<file path="src/rtl/vga_timing_pkg.sv">
// Default VGA 640x480@60 timing, derived totals and shared types
// for the scan controller and its sync delay line.
package vga_timing_pkg;

    localparam int H_ACTIVE_DEF = 640;
    localparam int H_FP_DEF     = 16;
    localparam int H_SYNC_DEF   = 96;
    localparam int H_BP_DEF     = 48;
    localparam int V_ACTIVE_DEF = 480;
    localparam int V_FP_DEF     = 10;
    localparam int V_SYNC_DEF   = 2;
    localparam int V_BP_DEF     = 33;

    localparam int H_TOTAL_DEF =
        H_ACTIVE_DEF + H_FP_DEF + H_SYNC_DEF + H_BP_DEF;
    localparam int V_TOTAL_DEF =
        V_ACTIVE_DEF + V_FP_DEF + V_SYNC_DEF + V_BP_DEF;

    // Sync fields mean "pulse asserted", independent of pin polarity.
    typedef struct packed {
        logic hsync;
        logic vsync;
        logic visible;
    } vga_ctrl_t;

    function automatic logic [11:0] rgb332_to_444(input logic [7:0] c);
        logic [2:0] r;
        logic [2:0] g;
        logic [1:0] b;
        r = c[7:5];
        g = c[4:2];
        b = c[1:0];
        return {r, r[2], g, g[2], b, b};
    endfunction

endpackage

</file>
<file path="src/rtl/vga_sync_pipe.sv">
// Fixed-depth shift register for sync/visible flags, used to line
// the control signals up with the registered colour path.
module vga_sync_pipe
    import vga_timing_pkg::*;
#(
    parameter int DEPTH = 2
) (
    input  logic      clk,
    input  logic      reset,
    input  vga_ctrl_t din,
    output vga_ctrl_t dout
);

    vga_ctrl_t stage [DEPTH];

    always_ff @(posedge clk) begin
        if (reset) begin
            for (int i = 0; i < DEPTH; i++) begin
                stage[i] <= '0;
            end
        end else begin
            stage[0] <= din;
            for (int i = 1; i < DEPTH; i++) begin
                stage[i] <= stage[i-1];
            end
        end
    end

    assign dout = stage[DEPTH-1];

endmodule

</file>
<file path="src/rtl/vga_scan_controller.sv">
// Raster counters, sync decode and latency-matched RGB332 to
// 4-bit-per-channel DAC output for a VGA connector.
module vga_scan_controller
    import vga_timing_pkg::*;
#(
    parameter int   H_ACTIVE    = H_ACTIVE_DEF,
    parameter int   H_FP        = H_FP_DEF,
    parameter int   H_SYNC      = H_SYNC_DEF,
    parameter int   H_BP        = H_BP_DEF,
    parameter int   V_ACTIVE    = V_ACTIVE_DEF,
    parameter int   V_FP        = V_FP_DEF,
    parameter int   V_SYNC      = V_SYNC_DEF,
    parameter int   V_BP        = V_BP_DEF,
    parameter logic SYNC_ACTIVE = 1'b0,
    parameter int   RGB_LATENCY = 1
) (
    input  logic        clk,
    input  logic        reset,
    input  logic [7:0]  RGB_in,
    output logic [10:0] pixelX,
    output logic [10:0] pixelY,
    output logic        startOfFrame,
    output logic [3:0]  vga_r,
    output logic [3:0]  vga_g,
    output logic [3:0]  vga_b,
    output logic        hsync,
    output logic        vsync,
    output logic        blankN
);

    localparam int H_TOTAL = H_ACTIVE + H_FP + H_SYNC + H_BP;
    localparam int V_TOTAL = V_ACTIVE + V_FP + V_SYNC + V_BP;
    localparam int D       = RGB_LATENCY + 1;

    localparam logic [10:0] H_LAST   = 11'(H_TOTAL - 1);
    localparam logic [10:0] V_LAST   = 11'(V_TOTAL - 1);
    localparam logic [10:0] H_VIS    = 11'(H_ACTIVE);
    localparam logic [10:0] V_VIS    = 11'(V_ACTIVE);
    localparam logic [10:0] HS_START = 11'(H_ACTIVE + H_FP);
    localparam logic [10:0] HS_END   = 11'(H_ACTIVE + H_FP + H_SYNC);
    localparam logic [10:0] VS_START = 11'(V_ACTIVE + V_FP);
    localparam logic [10:0] VS_END   = 11'(V_ACTIVE + V_FP + V_SYNC);

    logic [10:0] h_cnt;
    logic [10:0] v_cnt;
    logic [7:0]  rgb_q;
    logic [11:0] rgb444;
    vga_ctrl_t   ctrl_raw;
    vga_ctrl_t   ctrl_dly;

    always_ff @(posedge clk) begin
        if (reset) begin
            h_cnt <= '0;
            v_cnt <= '0;
        end else if (h_cnt == H_LAST) begin
            h_cnt <= '0;
            v_cnt <= (v_cnt == V_LAST) ? 11'd0 : v_cnt + 11'd1;
        end else begin
            h_cnt <= h_cnt + 11'd1;
        end
    end

    assign pixelX       = h_cnt;
    assign pixelY       = v_cnt;
    // Strobe at the top of vertical blanking, aligned to the counters.
    assign startOfFrame = (h_cnt == 11'd0) && (v_cnt == V_VIS);

    assign ctrl_raw.hsync   = (h_cnt >= HS_START) && (h_cnt < HS_END);
    assign ctrl_raw.vsync   = (v_cnt >= VS_START) && (v_cnt < VS_END);
    assign ctrl_raw.visible = (h_cnt < H_VIS) && (v_cnt < V_VIS);

    vga_sync_pipe #(
        .DEPTH (D)
    ) u_sync_pipe (
        .clk   (clk),
        .reset (reset),
        .din   (ctrl_raw),
        .dout  (ctrl_dly)
    );

    always_ff @(posedge clk) begin
        if (reset) begin
            rgb_q <= '0;
        end else begin
            rgb_q <= RGB_in;
        end
    end

    assign rgb444 = rgb332_to_444(rgb_q);

    assign vga_r  = ctrl_dly.visible ? rgb444[11:8] : 4'd0;
    assign vga_g  = ctrl_dly.visible ? rgb444[7:4]  : 4'd0;
    assign vga_b  = ctrl_dly.visible ? rgb444[3:0]  : 4'd0;
    assign hsync  = ctrl_dly.hsync ? SYNC_ACTIVE : ~SYNC_ACTIVE;
    assign vsync  = ctrl_dly.vsync ? SYNC_ACTIVE : ~SYNC_ACTIVE;
    assign blankN = ctrl_dly.visible;

endmodule

</file>
<file path="config.mk">
export PLATFORM = sky130hd
export DESIGN_NAME = vga_scan_controller
export DESIGN_NICKNAME = d
export VERILOG_FILES = /design/src/rtl/vga_timing_pkg.sv /design/src/rtl/vga_sync_pipe.sv /design/src/rtl/vga_scan_controller.sv
export SDC_FILE = /design/constraint.sdc
export NUM_CORES = 1
export LEC_CHECK = 0
export BUFFER_PORTS_ARGS = -buffer_cell sky130_fd_sc_hd__buf_2
export CAP_MARGIN = 15
export CORE_ASPECT_RATIO = 0.9
export CORE_MARGIN = 2
export CORE_UTILIZATION = 50
export DETAILED_ROUTE_END_ITERATION = 10
export GPL_TIMING_DRIVEN = 0
export PLACE_DENSITY = 0.78
export SLEW_MARGIN = 20
export SYNTH_ARGS = -nofsm -noshare
export SYNTH_HDL_FRONTEND = slang
export SYNTH_SLANG_ARGS = --single-unit
</file>
<file path="constraint.sdc">
create_clock -name clk -period 2.4 [get_ports clk]
set_input_delay 0.48 -clock clk [delete_from_list [all_inputs] [get_ports clk]]
set_output_delay 0.48 -clock clk [all_outputs]
set_load 0.02 [all_outputs]
</file>
==> metrics.txt, run 1 <==
Worst slew margin 0.620; average routed wire per standard cell 12.5 um; buffer cell driving the clock tree root sky130_fd_sc_hd__clkbuf_4; clock tree from TritonCTS yes; number of rows in the core area 19; Top delay family on crit path simple AND/OR/NAND/NOR gates; Final setup viols 0; routed wire length 3490 um; skew final 0.00566 ns; number of cells after detailed placement 271; Mapped Avg Cell Area 8.78 um^2; area of the mapped netlist 1600 um^2; clock slew seen by the registers of the worst setup and hold paths 0.10 ns; path category of the worst min-delay check primary input to flip-flop; post-route clock period utilization 0.950; Hold EP rgb_q[7]$_SDFF_PP0_; antenna cell count 0; slew of the pin with the lowest slew margin 0.565 ns; RSZ-0062 raised after global routing no; static leakage 0.839 nW; number of cells on the worst reg-to-reg path 6; f_max 0.439 GHz; Worst Hold Path Cells 2; chip width 63.6 um; Worst Setup Path Type flip-flop to primary output; number of DRC violations after detailed-routing iteration 0 60; number of global-route vias before repair 1304; count of warnings emitted by yosys 0; later-pin clock latency in the skew report 0.34 ns; DRC violation count after routing 0; core area 3040 um^2; Buf+Inv Stages, Crit Path 1; count of flip-flops with a built-in enable after synthesis 0; Max H-tree Level 2; clock sinks 36; final critical-path required period 2.28 ns; worst reg-to-reg setup slack 0.30 ns; detailed-placement wirelength estimate 2460 um; wire length of the first global-routing pass 5840 um; r2r startpoint pixelX[0]$_SDFF_PP0_; Starting Density 0.525; count of mapped cells out of synthesis 182; CTS Buf Count 5; outcome finished, final reports clean; flop and latch count out of synthesis 36; count of input and output buffers 47; via count of the routed design 1441; Net count, final 253; power density over the cells 533 nW/um^2; deepest clock path buffer count 2; Routability Congestion 0.876; number of unique standard cell types used by synthesis 31; ratio of cells with drive above 1 in the final layout 0.290; CP peak stage delay 0.45 ns; die height 57.6 um; min-delay src RGB_in[7]; worst IR drop on VDD 0.411 mV; max_cap viols 0; net count after synthesis 197; endpoint class of the critical path primary output; critical path fanouts, max 7; Layout Area Growth over Synthesis 23.8%; Final Instance Count excl. Fillers 280; FFs w/ async S/R, synth 0; sequential cell area fraction in the yosys report 0.451; maximum number of pins on one net before global-route repair 11; FF-to-FF End pixelY[10]$_SDFFE_PP0N_; antenna violations before repair 0; Total Die Area 3660 um^2; standard cell with the maximum stage delay on the critical path sky130_fd_sc_hd__dfxtp_1; worst endpoint required time 1.92 ns; iteration count of the initial detailed-routing pass 4; cells along the critical path and4_1 -> nand2_1 -> nor4_1 -> buf_2; Final ANT Viol Nets 0; final slew viol count 0; leftover overflow at the end of global routing 0; endpoint arrival time on the critical path 1.80 ns; Hold Fails Final Rpt 0; Ports 48; CP startpoint kind flip-flop; hold slack final 0.340 ns; GRT Overall Usage 0.205; most used flip-flop cell after synthesis sky130_fd_sc_hd__dfxtp_1; setup total negative slack 0 ns; Via density 5.15
## kinds of logic (layout without fill, tap and decap cells)
| kind of cell | Yosys count | in the layout | synth area share |
|---|---|---|---|
| AOI/OAI and AO/OA | 15 | 15 | 0.0517 |
| xor gates and xnor gates | 12 | 12 | 0.0658 |
| adders and majority gates | 5 | 5 | 0.0392 |
| buffers and inverters | 19 | 75 | 0.0595 |
| DFF | 36 | 36 | 0.451 |
| muxes | 2 | 2 | 0.0125 |
| and+or+nand+nor | 93 | 93 | 0.320 |
## worst max path at each step
stage	slack, ns	endpoint	from	cells past startpoint
4_1_cts	0.12	pixelY[10]$_SDFFE_PP0N_	pixelX[0]$_SDFF_PP0_	5
5_1_grt	0.002	startOfFrame	pixelY[5]$_SDFFE_PP0N_	4
2_1_floorplan	0.20	pixelY[10]$_SDFFE_PP0N_	pixelX[0]$_SDFF_PP0_	5
3_3_place_gp	0.15	pixelY[10]$_SDFFE_PP0N_	pixelX[0]$_SDFF_PP0_	5
3_5_place_dp	0.15	pixelY[10]$_SDFFE_PP0N_	pixelX[0]$_SDFF_PP0_	5
6_report	0.12	startOfFrame	pixelY[5]$_SDFFE_PP0N_	4
## sequential cells by signal, summed over array words and instances (netlist names)
signal and cells:
pixelX 11, pixelY 11, rgb_q 8, u_sync_pipe.stage 6
## worst register-to-register path, delay by kind of cell, from the launching register on
kind / cells / cell delay (ns)
AND/OR/NAND/NOR: 3 / 1.08
adder cells (fa/ha/maj): 1 / 0.24
flip-flops: 1 / 0.41
AO/OA/AOI/OAI: 1 / 0.14
buffers and inverters: 1 / 0.19
## power by group
part / switching, mW / leakage [nW] / internal (mW)
clock network: 0.192 / 0.0374 / 0.166
registers: 0.0129 / 0.294 / 0.612
logic: 0.0411 / 0.508 / 0.0306
## metrics by stage
stage	setup slack, ns	power, mW	instance area (um^2)	utilization
floorplan	0.203	0.681	1600	-
global placement	0.146	0.708	1890	0.620
detailed placement	0.149	0.709	1890	0.620
CTS	0.120	1.07	1950	0.641
global route	0.00247	1.11	1980	0.650
finish	0.121	1.05	1980	0.650
## per-layer routing
metal / track usage / up-vias / wire length (um)
met3: 0.0699 / 10 / 263
met5: 0 / - / 0
li1: - / 732 / -
met1: 0.265 / 645 / 1660
met2: 0.305 / 54 / 1500
met4: 0.112 / 0 / 65
## cells in the final DEF (no fill, tap or decap), types with 3 or more instances in the layout
cell,count
sky130_fd_sc_hd__clkbuf_4,5
sky130_fd_sc_hd__buf_2,48
sky130_fd_sc_hd__nand4_1,4
sky130_fd_sc_hd__dfxtp_1,36
sky130_fd_sc_hd__nor3_1,4
sky130_fd_sc_hd__nor2b_1,12
sky130_fd_sc_hd__nand2_1,10
sky130_fd_sc_hd__ha_1,5
sky130_fd_sc_hd__a21oi_1,6
sky130_fd_sc_hd__and2_1,8
sky130_fd_sc_hd__nor4_1,6
sky130_fd_sc_hd__or3_1,4
sky130_fd_sc_hd__nand3_1,13
sky130_fd_sc_hd__clkbuf_1,3
sky130_fd_sc_hd__xnor2_1,9
sky130_fd_sc_hd__inv_1,10
sky130_fd_sc_hd__nor2_1,19
sky130_fd_sc_hd__xor2_1,3
sky130_fd_sc_hd__o21ai_0,5
sky130_fd_sc_hd__or4_1,4
sky130_fd_sc_hd__nor4_2,3
sky130_fd_sc_hd__buf_4,6
## cell usage after synthesis (2+ instances only)
| cell | instances | area [um^2] |
|---|---|---|
| sky130_fd_sc_hd__dfxtp_1 | 36 | 721 |
| sky130_fd_sc_hd__nor2_1 | 19 | 71.3 |
| sky130_fd_sc_hd__nand3_1 | 13 | 65.1 |
| sky130_fd_sc_hd__nor2b_1 | 12 | 75.1 |
| sky130_fd_sc_hd__inv_1 | 10 | 37.5 |
| sky130_fd_sc_hd__nand2_1 | 10 | 37.5 |
| sky130_fd_sc_hd__xnor2_1 | 9 | 78.8 |
| sky130_fd_sc_hd__and2_1 | 8 | 50.1 |
| sky130_fd_sc_hd__nor4_1 | 8 | 50.1 |
| sky130_fd_sc_hd__a21oi_1 | 6 | 30.0 |
| sky130_fd_sc_hd__ha_1 | 5 | 62.6 |
| sky130_fd_sc_hd__o21ai_0 | 5 | 25.0 |
| sky130_fd_sc_hd__buf_4 | 4 | 30.0 |
| sky130_fd_sc_hd__nand4_1 | 4 | 25.0 |
| sky130_fd_sc_hd__nor3_1 | 4 | 20.0 |
| sky130_fd_sc_hd__or3_1 | 4 | 25.0 |
| sky130_fd_sc_hd__or4_1 | 4 | 30.0 |
| sky130_fd_sc_hd__clkbuf_1 | 3 | 11.3 |
| sky130_fd_sc_hd__xor2_1 | 3 | 26.3 |
| sky130_fd_sc_hd__mux2i_1 | 2 | 20.0 |
| sky130_fd_sc_hd__or2_2 | 2 | 12.5 |
| sky130_fd_sc_hd__or4_4 | 2 | 22.5 |
## area by class of cell
cell class	count	area, um^2
inverters	10	37.5
flip-flops and latches	36	721
plain buffers	9	57.6
fillers	287	1060
well taps	42	52.6
repair buffers	49	250
clock buffers	7	65.1
multi-input cells	127	795
## what timing repair did
action | CTS | global route
endpoints found under the setup margin | 0 | 4
resized for setup | 0 | 2
setup buffers | 0 | 2
hold buffers | 0 | 0
Note: power is estimated with default switching activity, not from simulation.
==> run 2: changes to the inputs <==
--- a/config.mk
+++ b/config.mk
@@ -9,10 +9,10 @@
 export CAP_MARGIN = 15
 export CORE_ASPECT_RATIO = 0.9
 export CORE_MARGIN = 2
-export CORE_UTILIZATION = 50
+export CORE_UTILIZATION = 54
 export DETAILED_ROUTE_END_ITERATION = 10
 export GPL_TIMING_DRIVEN = 0
-export PLACE_DENSITY = 0.78
+export PLACE_DENSITY = 0.83
 export SLEW_MARGIN = 20
 export SYNTH_ARGS = -nofsm -noshare
 export SYNTH_HDL_FRONTEND = slang
==> constraint.sdc (replaced) <==
create_clock -name clk -period 2.7 [get_ports clk]
set_input_delay 0.54 -clock clk [delete_from_list [all_inputs] [get_ports clk]]
set_output_delay 0.54 -clock clk [all_outputs]
set_load 0.02 [all_outputs]
==> run 2 against run 1 <==
Against the previous run: clock skew is 0.0037 ns higher; core utilization rose by 5.9 points; routed wire length increased by 1.3%; first-iteration DRC count decreased by 20%; via count is 1.9% higher; clock power grew 6.4%; count of clock-buffer cells in the layout is 2 lower; sequential share of layout area rose by 0.28 points; critical path depth grew 2; die area down 6.9%; sequential cell count did not move.
==> metrics.txt, run 2 (same netlist as run 1, synthesis figures left out) <==
leading cell type in the layout, fill and taps excluded sky130_fd_sc_hd__buf_2; Routability Congestion 0.872 (-0.50%); die height 55.6 um (-3.5%); antenna cell count 0 (unchanged); count of input and output buffers 47 (unchanged); Worst slew margin 0.649 (+0.0289); wire length of the first global-routing pass 5840 um (unchanged); f_max 0.428 GHz; power density over the cells 509 nW/um^2 (-4.5%); max_cap viols 0 (unchanged); antenna violations before repair 0 (unchanged); Final ANT Viol Nets 0 (unchanged); met2 layer wire length in the routed design 1580 um (+5.8%); Total Die Area 3410 um^2 (-6.9%); Net count, final 251 (-0.79%); RSZ-0062 raised after global routing no; cells along the critical path ha_1 -> nand4_1 -> or3_1 -> buf_2 -> o21ai_1 -> nor2_1; deepest clock path buffer count 2 (unchanged); Max H-tree Level 2 (unchanged); worst IR drop on VDD 0.323 mV (-21%); final slew viol count 0 (unchanged); clock sinks 36 (unchanged); path category of the worst min-delay check primary input to flip-flop; DRC violation count after routing 0 (unchanged); later-pin clock latency in the skew report 0.35 ns (about the same); CTS Buf Count 5 (unchanged); Hold Fails Final Rpt 0 (unchanged); standard cell with the maximum stage delay on the critical path sky130_fd_sc_hd__or3_1; Buf+Inv Stages, Crit Path 1 (unchanged); number of DRC violations after detailed-routing iteration 0 48 (-20%); slew of the pin with the lowest slew margin 0.527 ns (-0.0386 ns); Starting Density 0.577 (+0.0517); average routed wire per standard cell 12.8 um (+2.4%); Ports 48 (unchanged); iteration count of the initial detailed-routing pass 4 (unchanged); core area 2770 um^2 (-9.0%); skew final 0.00932 ns (+0.00366 ns); CP peak stage delay 0.47 ns (+0.02 ns); outcome finished, final reports clean; endpoint arrival time on the critical path 2.56 ns (+0.76 ns); chip width 61.3 um (-3.5%); endpoint class of the critical path flip-flop; CP startpoint kind flip-flop; GRT Overall Usage 0.228 (+0.0229); Worst Setup Path Type flip-flop to flip-flop; static leakage 0.832 nW (-0.90%); Layout Area Growth over Synthesis 22.9%; leading cell types in the layout, fill and taps excluded sky130_fd_sc_hd__buf_2, sky130_fd_sc_hd__dfxtp_1, sky130_fd_sc_hd__nor2_1, sky130_fd_sc_hd__nand3_1, sky130_fd_sc_hd__nor2b_1; worst endpoint required time 2.92 ns (+1.00 ns); clock slew seen by the registers of the worst setup and hold paths 0.11 ns (about the same); register area 721 um^2 (unchanged); hold slack final 0.389 ns (+0.0491 ns); via count of the routed design 1469 (+1.9%); number of fill cells 233 (-19%); Final setup viols 0 (unchanged); metal1 wirelength 1560 um (-6.2%); maximum number of pins on one net before global-route repair 13 (+2); setup total negative slack 0 ns (unchanged); leftover overflow at the end of global routing 0 (unchanged); detailed-placement wirelength estimate 2540 um (+3.3%); post-route clock period utilization 0.865; post-cts repair resize count 0 (unchanged); highest routed metal layer met4; clock tree from TritonCTS yes; footprint of the multi-input gates 782 um^2 (-1.6%); critical path fanouts, max 10 (+3); buffer cell driving the clock tree root sky130_fd_sc_hd__clkbuf_4; final critical-path required period 2.34 ns; number of rows in the core area 18 (-1); Via density 5.30 (+3.0%); Detail Route met3 WL 338 um (+29%); Top delay family on crit path simple AND/OR/NAND/NOR gates; routed wire length 3530 um (+1.3%); count of hold-fix buffers inserted at cts 0 (unchanged); ratio of cells with drive above 1 in the final layout 0.278 (-0.0114); number of global-route vias before repair 1263 (-3.1%); post-CTS setup buffer count 0 (unchanged)
run 2: changes by cell type in the layout (fill, tap and decap cells not counted), sizes merged:
cell      delta
clkinv       +1
buf          -2
clkinvlp     +1
clkbuf       -2
bufinv       +1
run 2: final cells by class:
type,instances,area share
sequential,36,0.367
inverter,10,0.0191
buffer,9,0.0293
timing repair buffer,47,0.120
clock inverter,3,0.0217
multi-input combinational,127,0.398
clock buffer,5,0.0191
tap,40,0.0255
run 2: stage by stage:
stage,cell area (um^2),worst slack [ns],power [mW],std cells,utilization
5_1_grt,1960,0.116,1.04,277,0.709
4_1_cts,1960,0.376,1.00,277,0.709
3_5_place_dp,1880,0.406,0.632,269,0.680
2_1_floorplan,1600,0.503,0.605,182,-
3_3_place_gp,1880,0.453,0.629,269,0.680
6_report,1960,0.365,1.00,277,0.709
run 2: worst register-to-register path, cell delays in order (launching register included):
cell and delay [ns]:
sky130_fd_sc_hd__dfxtp_1 0.42, sky130_fd_sc_hd__ha_1 0.24, sky130_fd_sc_hd__nand4_1 0.37, sky130_fd_sc_hd__or3_1 0.47, sky130_fd_sc_hd__buf_2 0.17, sky130_fd_sc_hd__o21ai_1 0.42
sky130_fd_sc_hd__nor2_1 0.12
run 2: path summary, 6_finish.rpt:
path,start,endpoint,slack [ns],cells past startpoint
min reg2reg,u_sync_pipe.stage[0][2]$_SDFF_PP0_,u_sync_pipe.stage[0][5]$_SDFF_PP0_,0.45,1
max reg2reg,pixelX[0]$_SDFF_PP0_,pixelY[6]$_SDFFE_PP0N_,0.36,6
max,pixelX[0]$_SDFF_PP0_,pixelY[6]$_SDFFE_PP0N_,0.36,6
min,RGB_in[0],rgb_q[0]$_SDFF_PP0_,0.39,2
run 2: layer usage:
metal	up-vias	global-route usage
met5	-	0
met4	0	0.103
met3	8	0.0884
met2	80	0.305
met1	650	0.320
li1	731	-
run 2: power breakdown:
| part | internal [mW] | leakage, nW | total (mW) | switching (mW) |
|---|---|---|---|---|
| sequential | 0.544 | 0.294 | 0.555 | 0.0109 |
| clock | 0.193 | 0.0412 | 0.381 | 0.188 |
| combinational | 0.0268 | 0.497 | 0.0640 | 0.0372 |
